File: config.mk
export PLATFORM = sky130hd
export DESIGN_NAME = mux_rr_scheduler
export DESIGN_NICKNAME = d
export VERILOG_FILES = /design/src/rtl/mux_sched_pkg.sv /design/src/rtl/mux_16x1.sv /design/src/rtl/mux_rr_scheduler.sv
export SDC_FILE = /design/constraint.sdc
export NUM_CORES = 1
export LEC_CHECK = 0
export CORE_MARGIN = 2
export CORE_UTILIZATION = 49
export CTS_BUF_LIST = sky130_fd_sc_hd__clkbuf_8
export DETAILED_ROUTE_END_ITERATION = 16
export GPL_TIMING_DRIVEN = 0
export PLACE_DENSITY = 0.78
export SLEW_MARGIN = 20
export SYNTH_ARGS = -nofsm -noshare
export SYNTH_HDL_FRONTEND = slang
export SYNTH_HIERARCHICAL = 1
export SYNTH_SLANG_ARGS = --single-unit
File: constraint.sdc
create_clock -name clk -period 4 [get_ports clk]
set_clock_uncertainty 0.1 [all_clocks]
set_input_delay 0.8 -clock clk [delete_from_list [all_inputs] [get_ports clk]]
set_output_delay 0.8 -clock clk [all_outputs]
set_load 0.02 [all_outputs]
File: src/rtl/mux_sched_pkg.sv
// Shared definitions for the round-robin 1-bit channel scheduler.
//   N_REQ   : number of requesters (fixed at 16 to match mux_16x1)
//   SEL_W   : select width, log2(N_REQ)
//   BURST_W : width of burst_len and the beat counter
//   state_t : scheduler FSM states
//   rr_pick : rotate-priority winner search
package mux_sched_pkg;

  localparam int unsigned N_REQ   = 16;
  localparam int unsigned SEL_W   = 4;
  localparam int unsigned BURST_W = 4;

  typedef enum logic {
    ST_IDLE = 1'b0,
    ST_XFER = 1'b1
  } state_t;

  // Winner search starting just after last: rotate req right by last+1,
  // take the lowest set bit, then add the offset back (mod N_REQ on SEL_W bits).
  // Only meaningful when |req; returns last+1 otherwise.
  function automatic logic [SEL_W-1:0] rr_pick(input logic [N_REQ-1:0] req,
                                               input logic [SEL_W-1:0] last);
    logic [SEL_W-1:0]   off;
    logic [2*N_REQ-1:0] dbl;
    logic [N_REQ-1:0]   rot;
    logic [SEL_W-1:0]   pos;
    off = last + 1'b1;
    dbl = {req, req};
    rot = dbl[off +: N_REQ];
    pos = '0;
    // Scan from the top down so the lowest set bit is the last one written.
    for (int unsigned i = 0; i < N_REQ; i++) begin
      if (rot[N_REQ-1-i]) pos = SEL_W'(N_REQ-1-i);
    end
    return pos + off;
  endfunction

endpackage

File: src/rtl/mux_16x1.sv
// 16-to-1 single-bit multiplexer.
//   i : 16 data inputs
//   s : 4-bit select
//   y : i[s]
module mux_16x1 (
  input  logic [15:0] i,
  input  logic [3:0]  s,
  output logic        y
);

  always_comb begin
    y = i[s];
  end

endmodule

File: src/rtl/mux_rr_scheduler.sv
// Round-robin scheduler sharing one 1-bit output channel among 16 requesters.
// Grants one requester at a time for a burst of beats; the granted bit is
// presented downstream through mux_16x1 with a valid/ready handshake.
//   clk, rst  : clock (rising edge), asynchronous active-high reset
//   req       : per-requester level request
//   din       : per-requester data bit
//   burst_len : beats per grant, sampled at grant (0 means 1)
//   out_ready : consumer ready
//   out_valid : beat valid
//   out_data  : din[out_src], combinational
//   out_src   : granted requester index
//   grant     : one-hot grant, zero when idle
//   busy      : high while transferring
module mux_rr_scheduler
  import mux_sched_pkg::*;
(
  input  logic               clk,
  input  logic               rst,
  input  logic [N_REQ-1:0]   req,
  input  logic [N_REQ-1:0]   din,
  input  logic [BURST_W-1:0] burst_len,
  input  logic               out_ready,
  output logic               out_valid,
  output logic               out_data,
  output logic [SEL_W-1:0]   out_src,
  output logic [N_REQ-1:0]   grant,
  output logic               busy
);

  localparam logic [N_REQ-1:0] ONE_HOT0 = N_REQ'(1);

  state_t             r_state;
  logic               r_valid;
  logic               r_busy;
  logic [SEL_W-1:0]   r_src;
  logic [SEL_W-1:0]   r_last;
  logic [N_REQ-1:0]   r_grant;
  logic [BURST_W-1:0] r_beat;
  logic [SEL_W-1:0]   w_winner;
  logic               w_data;

  always_comb begin
    w_winner = rr_pick(req, r_last);
  end

  mux_16x1 u_mux (
    .i (din),
    .s (r_src),
    .y (w_data)
  );

  always_ff @(posedge clk or posedge rst) begin
    if (rst) begin
      r_state <= ST_IDLE;
      r_valid <= 1'b0;
      r_busy  <= 1'b0;
      r_src   <= '0;
      r_last  <= '1;
      r_grant <= '0;
      r_beat  <= '0;
    end else begin
      case (r_state)
        ST_IDLE: begin
          if (|req) begin
            r_src   <= w_winner;
            r_grant <= ONE_HOT0 << w_winner;
            r_beat  <= (burst_len == '0) ? BURST_W'(1) : burst_len;
            r_valid <= 1'b1;
            r_busy  <= 1'b1;
            r_state <= ST_XFER;
          end
        end
        ST_XFER: begin
          if (r_valid && out_ready) begin
            r_beat <= r_beat - 1'b1;
            if (r_beat == BURST_W'(1)) begin
              r_last  <= r_src;
              r_grant <= '0;
              r_valid <= 1'b0;
              r_busy  <= 1'b0;
              r_state <= ST_IDLE;
            end
          end
        end
        default: begin
          r_state <= ST_IDLE;
          r_valid <= 1'b0;
          r_busy  <= 1'b0;
          r_grant <= '0;
        end
      endcase
    end
  end

  assign out_valid = r_valid;
  assign out_data  = w_data;
  assign out_src   = r_src;
  assign grant     = r_grant;
  assign busy      = r_busy;

endmodule

* Word level (Yosys, flattened, before mapping)
Cells that the tools add are included.
** Storage, ports and cells
- Output and inout bits :: 23
- Memory bits (writable) :: 0
- Latch bits :: 0
- Memory bits (read-only) :: 0
- Bits of input ports :: 39
- Memories :: 0
- Register bits after elaboration :: 30
- Logic and storage cells :: 58
** Cells by class
- Shift operators :: 2
- Muxes and demuxes :: 34
- Order comparisons :: 1
- Multipliers :: 0
- Div/mod/pow operators :: 0
- $add $sub $neg :: 3
- Equality and inequality tests :: 4
- Reduce and logical (&&, ||, !) cells :: 7
- Bitwise logic cells :: 1
** Operators with widths (number)
- $mux W4 :: 19
- $mux W16 :: 3
- $pmux W16 S2 :: 1
- $shiftx A32 B5 Y16 :: 1
- $reduce_or A16 Y1 :: 1
- $shl A1 B4 Y16 const A :: 1
- $pmux W4 S2 :: 1
- $mux W1 :: 7
- $reduce_and A3 Y1 :: 2
- $lt A4 B5 Y1 const B :: 1
- $add A4 B1 Y4 const B :: 1
- $add A4 B4 Y4 :: 1
- $bmux W1 S4 :: 1
- $eq A4 B1 Y1 const B :: 1
- $logic_not A4 Y1 :: 1
- $ne A2 B1 Y1 const B :: 2
- $pmux W1 S2 :: 2
- $reduce_and A2 Y1 :: 2
- $sub A4 B1 Y4 const B :: 1
- $ne A2 B2 Y1 const B :: 1
- $logic_and A1 B1 Y1 :: 1
- $not A1 Y1 :: 1

* Logic depth before layout (Yosys ltp)
Gate-level depths: netlist of the first run.
- Word-level depth :: 22
- Gate-level depth with buffers :: 18
- Mapped depth without buffers :: 17

* Modules after synthesis
The synthesis of the first run kept the hierarchy.
** Modules (own cells, without submodules)
- mux_rr_scheduler :: cells each 324, instances 1, area each 2880.3 um^2, seq. area each 755.7 um^2
- mux_16x1 :: cells each 7, instances 1, area each 135.1 um^2, seq. area each 0.0 um^2

* Worst setup path after synthesis of the first run
OpenSTA, ideal clock, no wires.
- Kind :: register to register
- From :: register r_last[0]
- To :: register r_grant[2] (netlist: grant[2])
- Library setup time :: 0.069 ns
- Buffers on the path :: 1
- Period minus slack after synthesis :: 4.016 ns
- Cell stages (with the launch flop) :: 18
- Setup slack :: -0.016 ns
- Data required time :: 3.831 ns
- Data arrival time :: 3.848 ns
- Cell sequence :: dfstp_2 > ha_1 > buf_2 > mux2i_1 > mux2i_1 > mux2_2 > or4b_1 > a32o_1 > a31o_1 > a31oi_1 > ha_1 > a21o_1 > a21oi_1 > xnor2_1 > nand2_1 > nor2_1 > nand3_1 > nand3_1
** On the way
- Longest elaborated chain between the ends :: 22
** RTL lines
- start: declaration :: line mux_rr_scheduler.sv:36 : logic [SEL_W-1:0] r_last;
- start signal: assignment :: line mux_rr_scheduler.sv:77 : r_last <= r_src;
- $add A4 B1 Y4 * :: line mux_sched_pkg.sv:27 : off = last + 1'b1;
- $shiftx A32 B5 Y16 :: line mux_sched_pkg.sv:29 : rot = dbl[off +: N_REQ];
- $mux W4 (16 in a row) :: line mux_sched_pkg.sv:33 : if (rot[N_REQ-1-i]) pos = SEL_W'(N_REQ-1-i);
- $add A4 B4 Y4 * :: line mux_sched_pkg.sv:35 : return pos + off;
- $shl A1 B4 Y16 * :: line mux_rr_scheduler.sv:66 : r_grant <= ONE_HOT0 << w_winner;
- $mux W16 * :: line mux_rr_scheduler.sv:64 : if (|req) begin
- $pmux W16 S2 * :: line mux_rr_scheduler.sv:62 : case (r_state)
- end signal: assignment :: line mux_rr_scheduler.sv:66
- end: declaration :: line mux_rr_scheduler.sv:37 : logic [N_REQ-1:0] r_grant;
Mark *: on every way between the ends. The rest lies on a longest branch, timed or not. The select of a mux whose other input is x is not followed.
A chain may end at the register's enable or synchronous reset.

* Worst setup path in the final report of the first run
- From :: register r_last[1]
- To :: register r_grant[14] (netlist: grant[14])
Same word-level chain as after synthesis.

==> summary.txt, run 1 <==
Yosys
  • Area leader, netlist: dfrtp_1
  • Synth Net Count: 377
  • Count leader, synth: nand2_1
  • Mapped Cells: between 300 and 400
  • Yosys cell types: 60
  • Netlist Area Pre-Place: ~3000 um^2
  • Post-synth top cells: nand2_1 (57), nand3_1 (42), mux2i_1 (33), dfrtp_1 (26), nor2_1 (22)
  • Mean Syn Cell Area: between 9 and 10 um^2
  • Synth Register Bits: 30
  • Number of flops mapped to enable cells by yosys: 0
  • Ys async rst share: 100%
  • Synth top area cells: dfrtp_1 (22%), mux2i_1 (11%), nand2_1 (7.1%), mux4_1 (7.0%), nand3_1 (7.0%)
  • Top-area cell type share of the netlist area: a little over a fifth
  • Syn. warnings: 6
  • Top_reg_cell synth: dfrtp_1
  • Register area share after synthesis: roughly a quarter

Place
  • Pre-CTS setup slack: -0.903 ns
  • IO Port Bufs: 61
  • DP HPWL: 6250 um
  • Cell Area, Placed: around 3800 um^2
  • Routability cong.: slightly above 0.9

Drt
  • Via count: approximately 3400
  • Vias per cell: about 6.7
  • DRT antenna net count: 0
  • Routed WL per cell: 21.4 um
  • Total Routed Length: 10800 um
  • TritonRoute pass-1 iters: 5
  • DRC: 0
  • Number of DRC markers in iteration 0: approximately 300

Setup path
  • Worst setup EP type: register
  • Setup crit start kind: register
  • CP max stage cell: dfstp_2
  • CP Cell Sequence: ha_4 -> buf_12 -> buf_12 -> mux2i_4 -> mux2_4 -> mux2i_2 -> or4b_4 -> a32o_1 -> a31o_1 -> a31oi_4 -> ha_2 -> a21o_1 -> a21oi_4 -> xnor2_4 -> nand2_4 -> nor2_4 -> nand2_1 -> nand3_2
  • Worst Path Max Fanout: 8
  • Critical path's top delay family: simple AND/OR/NAND/NOR gates
  • R2R Path Start: r_last[1]
  • CP max stage delay: around 0.57 ns
  • WP buf/inv: 2
  • Arr. time, crit path: 4.49 ns
  • Worst path most repeated cell: buf_12
  • Crit path from: r_last[1]
  • Worst EP required: 4.13 ns
  • Setup CP Type: register to register

Finish
  • Fill count: roughly 350
  • Final instance area: between 4000 and 5000 um^2
  • Fraction of layout instances using a drive strength above 1: 35.6%
  • Multi-input logic area: between 2000 and 3000 um^2
  • Nets: ~480
  • Register area: between 700 and 800 um^2
  • Core Util, Final: between 70% and 80%
  • Layout area overhead: 52.6%

STA
  • Final Hold Fails: 0
  • RSZ-0062 raised after global routing: yes
  • Setup TNS: -5.67 ns
  • Worst Tran Pin Value: approximately 0.62 ns
  • Crit share post-route: 109%
  • Crit path setup slack, layout: -0.363 ns
  • Final min period: around 4.4 ns
  • F_max: 229 MHz
  • Setup violations, final: 18
  • Max-slew headroom: ~60%
  • Slew Viols, Final: 0

Global route
  • Initial antenna violation count: 0
  • Total GRT Usage: between 30% and 40%
  • Largest net degree at the start of global routing: 31
  • Total gr overflow: 0
  • Vias in the first global route: 3182
  • First-pass GRT wire length: between 15000 and 20000 um

Floorplan
  • Die ar.: between 6000 and 7000 um^2
  • # IOs: a little over 60
  • Die W: 82.4 um
  • Core Region: 5920 um^2
  • Initial Util: 50.9%
  • Die height: a little over 80 um
  • # rows: 28

Min path
  • Hold Path Origin: grant[9]
  • Worst min path class: register to register

Clocking
  • CTS max path bufs: 2
  • H-tree levels: 2
  • Root buf cell: clkbuf_8
  • Worst-skew pair later-pin latency: approximately 0.28 ns
  • Num CTS Buffers: 5
  • Clk sinks: 30
  • Clock Pin Slew Worst Setup and Hold Paths: around 0.070 ns
  • TritonCTS clock tree: built

Status
  • Status: complete, but fails checks
  • Failing checks: negative setup slack

Job
  • Max-Cap Viols: 0
[area by class of cell]
cell class	count	share of cell area, %
multi-input combinational	275	56.9
timing repair buffer	91	18.8
sequential	30	16.4
tap	75	2.04
clock buffer	6	1.79
clock inverter	2	0.272
antenna	1	0.0544
buffer	20	3.10
inverter	6	0.598
[metal layers]
layer	routed length [um]	up-vias	track usage [%]
met2	5190	270	50.0
met4	493	0	14.8
met1	4180	1620	39.7
met3	980	66	5.65
met5	0	-	0
li1	-	1437	-
[kinds of logic after synthesis]
logic type | after synthesis | synth area share [%]
buffers and inverters | 26 | 4.61
and+or+nand+nor | 154 | 24.4
adders and majority gates | 7 | 2.90
muxes | 63 | 29.6
DFF | 30 | 25.1
xor gates and xnor gates | 7 | 2.66
AOI/OAI and AO/OA | 44 | 10.7
[timing repair]
action	4_1_cts	5_1_grt
pin swaps	8	30
setup endpoints to repair	19	18
gates cloned	1	0
hold buffers	0	0
gates resized for setup	70	48
buffers inserted	21	8
[cell usage in the layout, fill, tap and decap left out, types with 3 or more instances in the layout]
master,count
clkdlybuf4s50_1,53
nand2_1,52
nand3_1,30
buf_4,28
dfrtp_1,26
mux2i_1,16
nand3_2,13
mux4_2,12
nor2_4,12
mux2i_4,11
mux2_2,10
clkbuf_1,9
nand2b_1,8
a21oi_1,8
dlygate4sd2_1,8
mux2i_2,6
o21ai_0,6
clkbuf_8,6
nor4_1,5
buf_6,5
mux4_1,5
nor2_2,5
nor2_1,5
nor3_1,5
ha_1,5
xnor2_4,4
inv_1,4
nand2_4,4
dfstp_2,4
buf_12,3
buf_2,3
mux2_4,3
[flip-flops by register name, summed over array words and instances, names as in the netlist]
name / flops
grant: 16
out_src: 4
r_beat: 4
r_last: 4
busy: 1
r_state: 1
[per-stage QoR]
stage	cells	hold slack, ns
floorplan	331	0.447
global placement	467	0.382
detailed placement	467	0.383
CTS	497	0.403
global route	505	0.430
finish	506	0.404
[final timing paths]
check / end / slack (ns) / cells after the start
setup / recovery: grant[14] / -0.36 / 18
hold / removal: grant[9] / 0.40 / 2
setup reg to reg: grant[14] / -0.36 / 18
hold reg to reg: grant[9] / 0.40 / 2
max in group asynchronous: out_src[2] / 2.58 / 2
min in group asynchronous: grant[5] / 0.81 / 2
[worst reg2reg max path, delay by kind of cell, from the launching register on]
family / cells / cell delay [ns]
mux: 3 / 0.67
simple gates: 5 / 1.02
flops: 1 / 0.57
fa+ha+maj: 2 / 0.37
buf+inv: 2 / 0.31
xor+xnor: 1 / 0.28
compound gates: 5 / 1.00
Power of run 1 is not shown: default switching activity piles up to over one toggle a cycle in this logic, so the estimate is an artifact.
==> run 2: changes to the inputs <==
- SLEW_MARGIN: 20 -> 10
==> run 2 against run 1 <==
The flow still finishes with violations (negative setup slack). Cell area unchanged. Fmax about the same. Flip-flop and latch count unchanged. First-iteration DRC count unchanged. Sequential share of layout area unchanged. Global-route usage unchanged. Worst hold slack about the same.
==> summary.txt, run 2 (synthesized netlist as in run 1, its figures left out) <==
Drt
  • DRT antenna net count: 0
  • TritonRoute pass-1 iters: 5
  • Vias per cell: roughly 6.7
  • Number of DRC markers in iteration 0: 305
  • DRC: 0
  • Via count: 3402
  • Routed WL per cell: roughly 21 um
  • Total Routed Length: 10800 um

Global route
  • Total GRT Usage: 30.8%
  • Largest net degree at the start of global routing: 31
  • First-pass GRT wire length: around 16000 um
  • Total gr overflow: 0
  • Initial antenna violation count: 0
  • Vias in the first global route: 3182

STA
  • RSZ-0062 raised after global routing: yes
  • Final min period: approximately 4.4 ns
  • Slew Viols, Final: 0
  • Worst Tran Pin Value: approximately 1.1 ns
  • Final Hold Fails: 0
  • Max-slew headroom: a little under 30%
  • Setup TNS: -5.68 ns
  • Crit share post-route: 109%
  • F_max: 229 MHz
  • Setup violations, final: 18
  • Crit path setup slack, layout: -0.364 ns

Setup path
  • Critical path's top delay family: simple AND/OR/NAND/NOR gates
  • Worst path most repeated cell: buf_12
  • CP Cell Sequence: ha_4 -> buf_12 -> buf_12 -> mux2i_4 -> mux2_4 -> mux2i_2 -> or4b_4 -> a32o_1 -> a31o_1 -> a31oi_4 -> ha_2 -> a21o_1 -> a21oi_4 -> xnor2_4 -> nand2_4 -> nor2_4 -> nand2_1 -> nand3_2
  • Arr. time, crit path: 4.49 ns
  • CP max stage cell: dfstp_2
  • Worst reg-to-reg setup slack: -0.36 ns
  • Setup crit start kind: register
  • Worst setup EP type: register
  • Worst Path Max Fanout: 8
  • WP buf/inv: 2
  • Setup CP Type: register to register
  • CP max stage delay: roughly 0.57 ns
  • Worst EP required: a little over 4 ns

Finish
  • Non-Filler Instances: about 500
  • Register area: roughly 760 um^2
  • Fill count: ~350
  • Most common cell after layout, fill and taps aside: clkdlybuf4s50_1
  • Fraction of layout instances using a drive strength above 1: a little over a third
  • Layout area overhead: 52.6%
  • Most frequent cells in the layout: clkdlybuf4s50_1 (53), nand2_1 (52), nand3_1 (30), buf_4 (28), dfrtp_1 (26)
  • Largest register FFs: 16
  • Final instance area: 4600 um^2
  • Multi-input logic area: about 2600 um^2
  • Nets: approximately 480

Clocking
  • Num CTS Buffers: 5
  • Post-cts hold buffer count: 0
  • H-tree levels: 2
  • Root buf cell: clkbuf_8
  • TritonCTS clock tree: built
  • Clk sinks: 30
  • CTS max path bufs: 2
  • Clock Pin Slew Worst Setup and Hold Paths: about 0.070 ns
  • Worst-skew pair later-pin latency: between 0.2 and 0.3 ns

Place
  • IO Port Bufs: around 60
  • Dpl cells: about 470
  • DP HPWL: approximately 6300 um
  • Pre-CTS setup slack: -0.903 ns
  • Routability cong.: about 0.94
  • Cell Area, Placed: around 3800 um^2

Floorplan
  • # IOs: 62
  • Die height: 82.4 um
  • Core Region: approximately 6000 um^2
  • # rows: 28
  • Die ar.: just under 7000 um^2
  • Die W: between 80 and 90 um
  • Initial Util: between 50% and 60%

Status
  • Status: complete, but fails checks
  • Failing checks: negative setup slack

Job
  • Max-Cap Viols: 0

Min path
  • Worst min path class: register to register
-- run 2: cell count changes in the layout (fill, tap and decap cells not counted), sizes merged --
cell    change
clkinv      +1
inv         -1
-- run 2: final timing paths --
kind,start,endpoint,cells after the start
worst min register to register,grant[9],grant[9],2
worst min-delay path,grant[9],grant[9],2
max in group asynchronous,rst,out_src[2],2
worst max register to register,r_last[1],grant[14],18
worst max-delay path,r_last[1],grant[14],18
min in group asynchronous,rst,grant[5],2
-- run 2: cell type report --
type | instances | area share [%]
diodes | 1 | 0.0544
plain buffers | 20 | 3.10
clock buffers | 6 | 1.79
clock inverters | 2 | 0.272
inverters | 6 | 0.598
multi-input cells | 275 | 56.9
flip-flops and latches | 30 | 16.4
well taps | 75 | 2.04
repair buffers | 91 | 18.8
-- run 2: per-layer routing --
layer	track usage (%)	up-vias	share of wire, %
met2	50.0	275	48
met1	39.7	1624	38
met5	0	-	0
met4	14.8	0	4.5
met3	5.65	66	9.2
li1	-	1437	-
-- run 2: worst reg2reg max path: stages, from the launching register on --
cell and delay (ns):
dfstp_2 0.57, ha_4 0.16, buf_12 0.16, buf_12 0.15
mux2i_4 0.34, mux2_4 0.25, mux2i_2 0.08, or4b_4 0.52
a32o_1 0.22, a31o_1 0.22, a31oi_4 0.20, ha_2 0.21
a21o_1 0.22, a21oi_4 0.14, xnor2_4 0.28, nand2_4 0.15
nor2_4 0.14, nand2_1 0.11, nand3_2 0.10
-- run 2: timing repair --
item | in CTS | in global routing
endpoints found under the setup margin | 19 | 18
endpoints found under the hold margin | 0 | 0
setup buffers | 21 | 8
gates resized for setup | 70 | 48
gates cloned | 1 | 0
pin swaps | 8 | 30
-- run 2: through the flow --
step / hold slack [ns] / utilization (%)
6_report: 0.404 / 77.7
2_1_floorplan: 0.447 / -
3_3_place_gp: 0.382 / 63.5
4_1_cts: 0.403 / 73.0
3_5_place_dp: 0.383 / 63.5
5_1_grt: 0.430 / 77.7
Power of run 2 is left out for the same reason.
==> run 3: changes to the inputs <==
- CTS_CLUSTER_SIZE: not set -> 10
- HOLD_SLACK_MARGIN: not set -> 0.02
==> results of run 3 <==
Same layout as run 2: the final DEF is identical, and so are final timing and power.
Power of run 3 is left out for the same reason.
